**src/rtl/data_memory_stage_skid_if.sv**
```systemverilog
// Handshake and payload bundle between execute and the data-memory pipeline stage.
// The slave modport is the stage's view. The master modport is the view of the
// environment that feeds the stage and drains it.
interface data_memory_stage_skid_if #(
   parameter int DATA_WIDTH     = 32,
   parameter int REG_ADDR_WIDTH = 5,
   parameter int LOAD_WIDTH     = 3,
   parameter int STORE_WIDTH    = 2,
   parameter int COUNTER_WIDTH  = 16
);
   // upstream side
   logic                      FLUSH;
   logic                      VALID_IN;
   logic                      READY_OUT;
   logic [REG_ADDR_WIDTH-1:0] RD_ADDRESS_IN;
   logic [DATA_WIDTH-1:0]     ALU_OUT_IN;
   logic [LOAD_WIDTH-1:0]     DATA_CACHE_LOAD_IN;
   logic [STORE_WIDTH-1:0]    DATA_CACHE_STORE_IN;
   logic [DATA_WIDTH-1:0]     DATA_CACHE_STORE_DATA_IN;
   logic                      WRITE_BACK_MUX_SELECT_IN;
   logic                      RD_WRITE_ENABLE_IN;
   // downstream side
   logic                      VALID_OUT;
   logic                      READY_IN;
   logic [REG_ADDR_WIDTH-1:0] RD_ADDRESS_OUT;
   logic [DATA_WIDTH-1:0]     ALU_OUT_OUT;
   logic [LOAD_WIDTH-1:0]     DATA_CACHE_LOAD_OUT;
   logic [STORE_WIDTH-1:0]    DATA_CACHE_STORE_OUT;
   logic [DATA_WIDTH-1:0]     DATA_CACHE_STORE_DATA_OUT;
   logic                      WRITE_BACK_MUX_SELECT_OUT;
   logic                      RD_WRITE_ENABLE_OUT;
   // status
   logic [COUNTER_WIDTH-1:0]  STALL_CYCLES;

   modport slave (
      input  FLUSH, VALID_IN, RD_ADDRESS_IN, ALU_OUT_IN, DATA_CACHE_LOAD_IN,
             DATA_CACHE_STORE_IN, DATA_CACHE_STORE_DATA_IN, WRITE_BACK_MUX_SELECT_IN,
             RD_WRITE_ENABLE_IN, READY_IN,
      output READY_OUT, VALID_OUT, RD_ADDRESS_OUT, ALU_OUT_OUT, DATA_CACHE_LOAD_OUT,
             DATA_CACHE_STORE_OUT, DATA_CACHE_STORE_DATA_OUT, WRITE_BACK_MUX_SELECT_OUT,
             RD_WRITE_ENABLE_OUT, STALL_CYCLES
   );

   modport master (
      output FLUSH, VALID_IN, RD_ADDRESS_IN, ALU_OUT_IN, DATA_CACHE_LOAD_IN,
             DATA_CACHE_STORE_IN, DATA_CACHE_STORE_DATA_IN, WRITE_BACK_MUX_SELECT_IN,
             RD_WRITE_ENABLE_IN, READY_IN,
      input  READY_OUT, VALID_OUT, RD_ADDRESS_OUT, ALU_OUT_OUT, DATA_CACHE_LOAD_OUT,
             DATA_CACHE_STORE_OUT, DATA_CACHE_STORE_DATA_OUT, WRITE_BACK_MUX_SELECT_OUT,
             RD_WRITE_ENABLE_OUT, STALL_CYCLES
   );
endinterface

```
**src/rtl/data_memory_stage_skid.sv**
```systemverilog
// Execute -> data-memory pipeline register with valid/ready handshake.
// It supports a synchronous flush and an optional two-entry skid buffer, which keeps
// READY_OUT off the downstream combinational path. It also keeps a saturating count
// of backpressured cycles.
// The control fields of the main register (write enable, load type, store type) are
// stored already gated. A bubble therefore drives zeros on them directly from flops.
module data_memory_stage_skid #(
   parameter int DATA_WIDTH     = 32,
   parameter int REG_ADDR_WIDTH = 5,
   parameter int LOAD_WIDTH     = 3,
   parameter int STORE_WIDTH    = 2,
   parameter int SKID_ENABLE    = 1,
   parameter int COUNTER_WIDTH  = 16
) (
   input  logic                     CLK,
   input  logic                     RST,
   data_memory_stage_skid_if.slave  stage_if
);

   typedef struct packed {
      logic [REG_ADDR_WIDTH-1:0] rd_addr;
      logic [DATA_WIDTH-1:0]     alu_out;
      logic [LOAD_WIDTH-1:0]     load_type;
      logic [STORE_WIDTH-1:0]    store_type;
      logic [DATA_WIDTH-1:0]     store_data;
      logic                      wb_sel;
      logic                      rd_we;
   } payload_t;

   localparam int                     PAYLOAD_W = $bits(payload_t);
   localparam logic [COUNTER_WIDTH-1:0] CNT_ONE = {{(COUNTER_WIDTH-1){1'b0}}, 1'b1};
   localparam logic [COUNTER_WIDTH-1:0] CNT_MAX = {COUNTER_WIDTH{1'b1}};

   payload_t                 payload_in;
   payload_t                 payload_m_q;
   payload_t                 payload_m_d;
   logic                     valid_m_q;
   logic                     valid_m_d;
   logic                     ready_out;
   logic                     accept;
   logic                     issue;
   logic [COUNTER_WIDTH-1:0] stall_cnt_q;
   logic [COUNTER_WIDTH-1:0] stall_cnt_d;

   assign payload_in.rd_addr    = stage_if.RD_ADDRESS_IN;
   assign payload_in.alu_out    = stage_if.ALU_OUT_IN;
   assign payload_in.load_type  = stage_if.DATA_CACHE_LOAD_IN;
   assign payload_in.store_type = stage_if.DATA_CACHE_STORE_IN;
   assign payload_in.store_data = stage_if.DATA_CACHE_STORE_DATA_IN;
   assign payload_in.wb_sel     = stage_if.WRITE_BACK_MUX_SELECT_IN;
   assign payload_in.rd_we      = stage_if.RD_WRITE_ENABLE_IN;

   assign accept = stage_if.VALID_IN & ready_out;
   assign issue  = valid_m_q & stage_if.READY_IN;

   if (SKID_ENABLE != 0) begin : g_skid
      payload_t payload_s_q;
      payload_t payload_s_d;
      logic     valid_s_q;
      logic     valid_s_d;
      logic     ready_out_q;
      logic     ready_out_d;

      // Next state of main and skid entries: refill M from S first, park a new entry in S when M is stuck
      always_comb begin
         payload_m_d = payload_m_q;
         valid_m_d   = valid_m_q;
         payload_s_d = payload_s_q;
         valid_s_d   = valid_s_q;
         if (stage_if.FLUSH) begin
            valid_m_d = 1'b0;
            valid_s_d = 1'b0;
         end else if (issue || !valid_m_q) begin
            if (valid_s_q) begin
               payload_m_d = payload_s_q;
               valid_m_d   = 1'b1;
            end else begin
               payload_m_d = payload_in;
               valid_m_d   = accept;
            end
            valid_s_d = 1'b0;
         end else if (accept) begin
            payload_s_d = payload_in;
            valid_s_d   = 1'b1;
         end else begin
            valid_s_d = valid_s_q;
         end
         if (!valid_m_d) begin
            payload_m_d.rd_we      = 1'b0;
            payload_m_d.load_type  = {LOAD_WIDTH{1'b0}};
            payload_m_d.store_type = {STORE_WIDTH{1'b0}};
         end else begin
            payload_m_d.rd_we = payload_m_d.rd_we;
         end
         ready_out_d = !valid_s_d;
      end

      // Skid entry and registered ready
      always_ff @(posedge CLK or posedge RST) begin
         if (RST) begin
            payload_s_q <= payload_t'({PAYLOAD_W{1'b0}});
            valid_s_q   <= 1'b0;
            ready_out_q <= 1'b1;
         end else begin
            payload_s_q <= payload_s_d;
            valid_s_q   <= valid_s_d;
            ready_out_q <= ready_out_d;
         end
      end

      assign ready_out = ready_out_q;
   end else begin : g_single
      assign ready_out = stage_if.READY_IN | ~valid_m_q;

      // Next state of the single main entry: load whenever the slot is free or draining
      always_comb begin
         payload_m_d = payload_m_q;
         valid_m_d   = valid_m_q;
         if (stage_if.FLUSH) begin
            valid_m_d = 1'b0;
         end else if (ready_out) begin
            payload_m_d = payload_in;
            valid_m_d   = accept;
         end else begin
            valid_m_d = valid_m_q;
         end
         if (!valid_m_d) begin
            payload_m_d.rd_we      = 1'b0;
            payload_m_d.load_type  = {LOAD_WIDTH{1'b0}};
            payload_m_d.store_type = {STORE_WIDTH{1'b0}};
         end else begin
            payload_m_d.rd_we = payload_m_d.rd_we;
         end
      end
   end

   // Saturating backpressure counter; a flush cycle never counts
   always_comb begin
      stall_cnt_d = stall_cnt_q;
      if (!stage_if.FLUSH && valid_m_q && !stage_if.READY_IN && (stall_cnt_q != CNT_MAX)) begin
         stall_cnt_d = stall_cnt_q + CNT_ONE;
      end else begin
         stall_cnt_d = stall_cnt_q;
      end
   end

   // Main entry and counter registers
   always_ff @(posedge CLK or posedge RST) begin
      if (RST) begin
         payload_m_q <= payload_t'({PAYLOAD_W{1'b0}});
         valid_m_q   <= 1'b0;
         stall_cnt_q <= {COUNTER_WIDTH{1'b0}};
      end else begin
         payload_m_q <= payload_m_d;
         valid_m_q   <= valid_m_d;
         stall_cnt_q <= stall_cnt_d;
      end
   end

   assign stage_if.READY_OUT                 = ready_out;
   assign stage_if.VALID_OUT                 = valid_m_q;
   assign stage_if.RD_ADDRESS_OUT            = payload_m_q.rd_addr;
   assign stage_if.ALU_OUT_OUT               = payload_m_q.alu_out;
   assign stage_if.DATA_CACHE_LOAD_OUT       = payload_m_q.load_type;
   assign stage_if.DATA_CACHE_STORE_OUT      = payload_m_q.store_type;
   assign stage_if.DATA_CACHE_STORE_DATA_OUT = payload_m_q.store_data;
   assign stage_if.WRITE_BACK_MUX_SELECT_OUT = payload_m_q.wb_sel;
   assign stage_if.RD_WRITE_ENABLE_OUT       = payload_m_q.rd_we;
   assign stage_if.STALL_CYCLES              = stall_cnt_q;

endmodule

```
**src/flat_wrapper.sv**
```systemverilog
// flat-port wrapper written by rule: the top's interface ports become plain ports
module data_memory_stage_skid_flat 
#(
   parameter int DATA_WIDTH     = 32,
   parameter int REG_ADDR_WIDTH = 5,
   parameter int LOAD_WIDTH     = 3,
   parameter int STORE_WIDTH    = 2,
   parameter int SKID_ENABLE    = 1,
   parameter int COUNTER_WIDTH  = 16
)
  (CLK, RST, stage_if_FLUSH, stage_if_VALID_IN, stage_if_RD_ADDRESS_IN, stage_if_ALU_OUT_IN, stage_if_DATA_CACHE_LOAD_IN, stage_if_DATA_CACHE_STORE_IN, stage_if_DATA_CACHE_STORE_DATA_IN, stage_if_WRITE_BACK_MUX_SELECT_IN, stage_if_RD_WRITE_ENABLE_IN, stage_if_READY_IN, stage_if_READY_OUT, stage_if_VALID_OUT, stage_if_RD_ADDRESS_OUT, stage_if_ALU_OUT_OUT, stage_if_DATA_CACHE_LOAD_OUT, stage_if_DATA_CACHE_STORE_OUT, stage_if_DATA_CACHE_STORE_DATA_OUT, stage_if_WRITE_BACK_MUX_SELECT_OUT, stage_if_RD_WRITE_ENABLE_OUT, stage_if_STALL_CYCLES);
  data_memory_stage_skid_if #(.DATA_WIDTH(DATA_WIDTH), .REG_ADDR_WIDTH(REG_ADDR_WIDTH), .LOAD_WIDTH(LOAD_WIDTH), .STORE_WIDTH(STORE_WIDTH), .COUNTER_WIDTH(COUNTER_WIDTH)) stage_if_i ();
  input  logic CLK;
  input  logic RST;
  input wire logic [$bits(stage_if_i.FLUSH)-1:0] stage_if_FLUSH;
  input wire logic [$bits(stage_if_i.VALID_IN)-1:0] stage_if_VALID_IN;
  input wire logic [$bits(stage_if_i.RD_ADDRESS_IN)-1:0] stage_if_RD_ADDRESS_IN;
  input wire logic [$bits(stage_if_i.ALU_OUT_IN)-1:0] stage_if_ALU_OUT_IN;
  input wire logic [$bits(stage_if_i.DATA_CACHE_LOAD_IN)-1:0] stage_if_DATA_CACHE_LOAD_IN;
  input wire logic [$bits(stage_if_i.DATA_CACHE_STORE_IN)-1:0] stage_if_DATA_CACHE_STORE_IN;
  input wire logic [$bits(stage_if_i.DATA_CACHE_STORE_DATA_IN)-1:0] stage_if_DATA_CACHE_STORE_DATA_IN;
  input wire logic [$bits(stage_if_i.WRITE_BACK_MUX_SELECT_IN)-1:0] stage_if_WRITE_BACK_MUX_SELECT_IN;
  input wire logic [$bits(stage_if_i.RD_WRITE_ENABLE_IN)-1:0] stage_if_RD_WRITE_ENABLE_IN;
  input wire logic [$bits(stage_if_i.READY_IN)-1:0] stage_if_READY_IN;
  output wire logic [$bits(stage_if_i.READY_OUT)-1:0] stage_if_READY_OUT;
  output wire logic [$bits(stage_if_i.VALID_OUT)-1:0] stage_if_VALID_OUT;
  output wire logic [$bits(stage_if_i.RD_ADDRESS_OUT)-1:0] stage_if_RD_ADDRESS_OUT;
  output wire logic [$bits(stage_if_i.ALU_OUT_OUT)-1:0] stage_if_ALU_OUT_OUT;
  output wire logic [$bits(stage_if_i.DATA_CACHE_LOAD_OUT)-1:0] stage_if_DATA_CACHE_LOAD_OUT;
  output wire logic [$bits(stage_if_i.DATA_CACHE_STORE_OUT)-1:0] stage_if_DATA_CACHE_STORE_OUT;
  output wire logic [$bits(stage_if_i.DATA_CACHE_STORE_DATA_OUT)-1:0] stage_if_DATA_CACHE_STORE_DATA_OUT;
  output wire logic [$bits(stage_if_i.WRITE_BACK_MUX_SELECT_OUT)-1:0] stage_if_WRITE_BACK_MUX_SELECT_OUT;
  output wire logic [$bits(stage_if_i.RD_WRITE_ENABLE_OUT)-1:0] stage_if_RD_WRITE_ENABLE_OUT;
  output wire logic [$bits(stage_if_i.STALL_CYCLES)-1:0] stage_if_STALL_CYCLES;
  assign stage_if_i.FLUSH = stage_if_FLUSH;
  assign stage_if_i.VALID_IN = stage_if_VALID_IN;
  assign stage_if_i.RD_ADDRESS_IN = stage_if_RD_ADDRESS_IN;
  assign stage_if_i.ALU_OUT_IN = stage_if_ALU_OUT_IN;
  assign stage_if_i.DATA_CACHE_LOAD_IN = stage_if_DATA_CACHE_LOAD_IN;
  assign stage_if_i.DATA_CACHE_STORE_IN = stage_if_DATA_CACHE_STORE_IN;
  assign stage_if_i.DATA_CACHE_STORE_DATA_IN = stage_if_DATA_CACHE_STORE_DATA_IN;
  assign stage_if_i.WRITE_BACK_MUX_SELECT_IN = stage_if_WRITE_BACK_MUX_SELECT_IN;
  assign stage_if_i.RD_WRITE_ENABLE_IN = stage_if_RD_WRITE_ENABLE_IN;
  assign stage_if_i.READY_IN = stage_if_READY_IN;
  assign stage_if_READY_OUT = stage_if_i.READY_OUT;
  assign stage_if_VALID_OUT = stage_if_i.VALID_OUT;
  assign stage_if_RD_ADDRESS_OUT = stage_if_i.RD_ADDRESS_OUT;
  assign stage_if_ALU_OUT_OUT = stage_if_i.ALU_OUT_OUT;
  assign stage_if_DATA_CACHE_LOAD_OUT = stage_if_i.DATA_CACHE_LOAD_OUT;
  assign stage_if_DATA_CACHE_STORE_OUT = stage_if_i.DATA_CACHE_STORE_OUT;
  assign stage_if_DATA_CACHE_STORE_DATA_OUT = stage_if_i.DATA_CACHE_STORE_DATA_OUT;
  assign stage_if_WRITE_BACK_MUX_SELECT_OUT = stage_if_i.WRITE_BACK_MUX_SELECT_OUT;
  assign stage_if_RD_WRITE_ENABLE_OUT = stage_if_i.RD_WRITE_ENABLE_OUT;
  assign stage_if_STALL_CYCLES = stage_if_i.STALL_CYCLES;
  data_memory_stage_skid #(.DATA_WIDTH(DATA_WIDTH), .REG_ADDR_WIDTH(REG_ADDR_WIDTH), .LOAD_WIDTH(LOAD_WIDTH), .STORE_WIDTH(STORE_WIDTH), .SKID_ENABLE(SKID_ENABLE), .COUNTER_WIDTH(COUNTER_WIDTH)) u_core (.CLK(CLK), .RST(RST), .stage_if(stage_if_i));
endmodule
```
**config.mk**
```make
export PLATFORM = sky130hd
export DESIGN_NAME = data_memory_stage_skid_flat
export DESIGN_NICKNAME = d
export VERILOG_FILES = /design/src/rtl/data_memory_stage_skid_if.sv /design/src/rtl/data_memory_stage_skid.sv /design/src/flat_wrapper.sv
export SDC_FILE = /design/constraint.sdc
export NUM_CORES = 1
export LEC_CHECK = 0
export BUFFER_PORTS_ARGS = -buffer_cell sky130_fd_sc_hd__buf_4
export CELL_PAD_IN_SITES_DETAIL_PLACEMENT = 1
export CELL_PAD_IN_SITES_GLOBAL_PLACEMENT = 1
export CORE_MARGIN = 2
export CORE_UTILIZATION = 42
export DETAILED_ROUTE_END_ITERATION = 6
export PLACE_DENSITY = 0.77
export SLEW_MARGIN = 20
export SYNTH_ARGS = -nofsm -noshare
export SYNTH_HDL_FRONTEND = slang
export SYNTH_SLANG_ARGS = --single-unit
export TNS_END_PERCENT = 30
```
**constraint.sdc**
```tcl
create_clock -name CLK -period 7.7 [get_ports CLK]
set_clock_uncertainty 0.2 [all_clocks]
set_input_delay 1.155 -clock CLK [delete_from_list [all_inputs] [get_ports CLK]]
set_output_delay 1.155 -clock CLK [all_outputs]
set_load 0.02 [all_outputs]
```
==> PnR_summary.wiki <==
{| class="wikitable"
! Metric !! Value
|-
| Final #Nets || 822
|-
| RR Startpoint || u_core.stage_if.VALID_OUT
|-
| Largest area contributor in the netlist || sky130_fd_sc_hd__dfrtp_1
|-
| Yosys top cell area share || between 50% and 60%
|-
| Width of the chip || 135 µm
|-
| Psw || between 600 and 700 µW
|-
| Initial antenna violation count || 0
|-
| CTS tree || yes
|-
| Area of the core || 0.0171 mm²
|-
| Vias in the first global route || 5541
|-
| Power Internal || between 1.5 and 2 mW
|-
| Net Count, Synth || 657
|-
| Fraction of power consumed by sequential logic || between 40 and 50%
|-
| Pwr per Cell Area || 273 mW/mm²
|-
| #FFs+latches synth || roughly 170
|-
| Number of nets with antenna violations after routing || 0
|-
| Setup-violating endpoint count in the final report || 0
|-
| Avg Vias per Cell || 5.17
|-
| CP startpoint || stage_if_READY_IN
|-
| Data arrival at the endpoint of the critical path || about 3.4 ns
|-
| Max clock buf depth || 2
|-
| Clock Tree Root || sky130_fd_sc_hd__clkbuf_16
|-
| Number of setup buffers added after CTS || 0
|-
| Timing-limited maximum frequency || 0.306 GHz
|-
| Switching share of power || 26.9%
|-
| Detailed-route via count || between 5000 and 6000
|-
| Maximum number of pins on one net before global-route repair || 99
|-
| Setup crit start kind || input port
|-
| Distinct cells, synth || 36
|-
| Final Hold Fails || 0
|-
| Count of hold-fix buffers inserted at cts || 0
|-
| Synth async-reset ratio || 100%
|-
| Number of inserted filler cells in the final layout || between 1500 and 2000
|-
| Row cnt || 48
|-
| Insertion delay of the later-clocked pin in the worst-skew pair || 0.42 ns
|-
| Remaining Overflow, GRT || 0
|-
| Htree depth || 4
|-
| Data required time of the critical path || 7.82 ns
|-
| Startpoint-to-endpoint class of the critical path || input port to flop
|-
| CP max FO || 73
|-
| Most instantiated flip-flop cell in the synthesis netlist || sky130_fd_sc_hd__dfrtp_1
|-
| Die Footprint || 0.0183 mm²
|-
| Clock network fraction of design power || roughly 36%
|-
| Area added between synthesis and finish || 28.7%
|-
| Share of total power in combinational logic || 17.7%
|-
| Count of flip-flops with a built-in enable after synthesis || 0
|-
| Outcome || complete, no violations
|-
| Per-cell routed wire length || 18.0 µm
|-
| Global-route wire length before repair || 28500 µm
|-
| Mapped Area || ~0.0072 mm²
|-
| Pleak || 4.12 nW
|-
| Number of buffers added on ports || 174
|-
| Cell area after layout || 0.00932 mm²
|-
| TritonCTS buffer count || 17
|-
| Relative max-transition margin || 34.2%
|-
| Critical path capture point type || flop
|-
| Synth area leaders || sky130_fd_sc_hd__dfrtp_1 (59%), sky130_fd_sc_hd__mux2i_1 (11%), sky130_fd_sc_hd__mux2_1 (6.2%)
|-
| Vert. Die Dim || between 100 and 150 µm
|-
| Clock period minus final worst setup slack || 3.27 ns
|-
| Sequential cell area fraction in the yosys report || between 50% and 60%
|-
| Total clock sinks || ~170
|-
| Largest vdd supply drop || roughly 0.15 mV
|-
| Cells after Synth || 575
|-
| Setup slack of the worst register-to-register path || 4.90 ns
|-
| All-Layer GR Usage || 19.9%
|-
| Final sum of negative setup slack || 0 ns
|-
| End of the worst register-to-register path || u_core.stage_if.DATA_CACHE_LOAD_OUT[1]
|-
| Warnings from Yosys || 0
|-
| DRT Pass-1 Iters || 4
|-
| Resize count post-CTS || 0
|-
| Hold WC Path Type || flop to flop
|-
| Depth of the worst register-to-register path || 5
|-
| Layout cell share with drive strength beyond 1 || between 30% and 40%
|-
| Detailed-route wire length || 17600 µm
|-
| Slew at the pin closest to its max-slew limit || a little under 1 ns
|-
| Initial core utilization || 42.5%
|-
| Number of violations of the max-capacitance limit || 0
|-
| Max Transition Viols Final || 0
|-
| Number of DRC violations after detailed-routing iteration 0 || around 230
|-
| Antenna fix cells || 0
|-
| Unrepaired setup endpoints after global routing || no
|-
| DR DRC count || 0
|-
| Number of placed I/O pins || approximately 180
|-
| Clock transition at path regs || approximately 0.06 ns
|-
| Total placed instance area || 0.00868 mm²
|-
| Dpl hpwl || 12000 µm
|-
| Routability congestion estimate || 0.779
|-
| Final Cycle Share || ~42%
|-
| Synthesized area per cell || 12.6 µm²
|-
| Timing endpoint of the critical path || u_core.stage_if.DATA_CACHE_LOAD_OUT[1]
|}
worst max-delay path, cell delays in order:
cell,delay [ns]
sky130_fd_sc_hd__buf_4,0.11
sky130_fd_sc_hd__inv_1,0.07
sky130_fd_sc_hd__a21oi_4,0.13
sky130_fd_sc_hd__buf_4,0.57
sky130_fd_sc_hd__buf_4,0.69
sky130_fd_sc_hd__nand2_1,0.27
sky130_fd_sc_hd__o21ai_0,0.27
area by class of cell:
class                           count  area, µm²  share of cell area (%)
Sequential cell                   171       4280                    46.0
Multi-Input combinational cell    367       2760                    29.6
Timing Repair Buffer              179       1340                    14.4
Clock buffer                       21        470                    5.05
Tap cell                          225        282                    3.02
Clock inverter                     11        166                    1.79
Inverter                            4       20.0                   0.215
synth_stat cells, types with 2 or more instances:
master and count:
sky130_fd_sc_hd__xnor2_1 6, sky130_fd_sc_hd__o21ai_0 7, sky130_fd_sc_hd__nand3_1 4, sky130_fd_sc_hd__xor2_1 7, sky130_fd_sc_hd__mux2i_1 76, sky130_fd_sc_hd__nand2_1 11, sky130_fd_sc_hd__nor2_1 74, sky130_fd_sc_hd__a21oi_1 75
sky130_fd_sc_hd__and2_1 3, sky130_fd_sc_hd__nor3b_1 2, sky130_fd_sc_hd__nor3_1 2, sky130_fd_sc_hd__buf_8 4, sky130_fd_sc_hd__and3_1 3, sky130_fd_sc_hd__buf_2 12, sky130_fd_sc_hd__dfrtp_1 170, sky130_fd_sc_hd__clkbuf_1 12
sky130_fd_sc_hd__mux2_1 40, sky130_fd_sc_hd__nand4_1 7, sky130_fd_sc_hd__mux2_2 37, sky130_fd_sc_hd__buf_4 4, sky130_fd_sc_hd__inv_1 4
worst min-delay path by stage:
stage,slack (ns),to,cells past startpoint,start
after detailed placement,0.28,u_core.g_skid.payload_s_q[48],1,u_core.g_skid.payload_s_q[48]
final,0.29,u_core.g_skid.payload_s_q[30],1,u_core.g_skid.payload_s_q[30]
after CTS,0.29,u_core.g_skid.payload_s_q[63],1,u_core.g_skid.payload_s_q[63]
after global placement,0.27,u_core.g_skid.payload_s_q[65],1,u_core.g_skid.payload_s_q[65]
after global routing,0.30,u_core.g_skid.payload_s_q[48],1,u_core.g_skid.payload_s_q[48]
after floorplan,0.26,u_core.g_skid.payload_s_q[28],1,u_core.g_skid.payload_s_q[28]
per-stage QoR:
step           instances  util [%]  setup WS (ns)  hold slack (ns)  total power [mW]
6_report             978      54.7           4.43            0.287              2.54
5_1_grt              978      54.7           4.29            0.303              2.66
4_1_cts              978      54.7           4.50            0.292              2.57
3_5_place_dp         946      50.9           4.06            0.279              1.65
3_3_place_gp         946      50.9           4.15            0.267              1.61
2_1_floorplan        575         -           1.71            0.258              1.43
kinds of logic after synthesis:
family,synth area share [%]
buffers and inverters,3.06
AOI/OAI and AO/OA,6.12
adders and majority gates,0.173
and+or+nand+nor,7.48
muxes,22.5
xor gates and xnor gates,1.57
DFF,59.1
cell usage in the layout (no fill, tap or decap), types with 2 or more instances in the layout:
master,count
sky130_fd_sc_hd__nand3_1,4
sky130_fd_sc_hd__nor2_1,74
sky130_fd_sc_hd__and3_1,2
sky130_fd_sc_hd__a21oi_1,74
sky130_fd_sc_hd__mux2i_1,76
sky130_fd_sc_hd__mux2_1,40
sky130_fd_sc_hd__clkinv_2,4
sky130_fd_sc_hd__clkbuf_16,17
sky130_fd_sc_hd__clkbuf_8,3
sky130_fd_sc_hd__inv_1,3
sky130_fd_sc_hd__mux2_2,37
sky130_fd_sc_hd__bufinv_16,4
sky130_fd_sc_hd__nor3_1,2
sky130_fd_sc_hd__dfrtp_1,169
sky130_fd_sc_hd__xor2_1,7
sky130_fd_sc_hd__buf_4,179
sky130_fd_sc_hd__nand2_1,11
sky130_fd_sc_hd__xnor2_1,6
sky130_fd_sc_hd__nand4_1,7
sky130_fd_sc_hd__clkinv_4,3
sky130_fd_sc_hd__and2_1,3
sky130_fd_sc_hd__nor3b_1,2
sky130_fd_sc_hd__o21ai_0,7
layer usage:
layer	vias up	GRT usage [%]	wire length, µm
li1	2343	-	-
met1	2565	24.1	7220
met2	113	33.9	9050
met3	33	4.86	815
met4	0	8.45	482
met5	-	0	0
sequential cells by signal (all words and copies together) (netlist names):
register                                   cells
u_core.g_skid.payload_s_q                     76
u_core.stage_if.ALU_OUT_OUT                   32
u_core.stage_if.DATA_CACHE_STORE_DATA_OUT     32
u_core.stage_if.STALL_CYCLES                  16
u_core.stage_if.RD_ADDRESS_OUT                 5
u_core.stage_if.DATA_CACHE_LOAD_OUT            3
u_core.stage_if.DATA_CACHE_STORE_OUT           2
u_core.g_skid.valid_s_q                        1
u_core.stage_if.RD_WRITE_ENABLE_OUT            1
u_core.stage_if.READY_OUT                      1
u_core.stage_if.VALID_OUT                      1
u_core.stage_if.WRITE_BACK_MUX_SELECT_OUT      1
power by group through the flow:
stage          Clock (mW)  Sequential, mW  Combinational (mW)
2_1_floorplan           0            1.23               0.199
3_3_place_gp            0            1.18               0.433
3_5_place_dp            0            1.19               0.457
4_1_cts             0.936            1.18               0.459
5_1_grt             0.968            1.20               0.490
6_report            0.912            1.18               0.450
No activity file was read; power rests on OpenSTA's default activity.
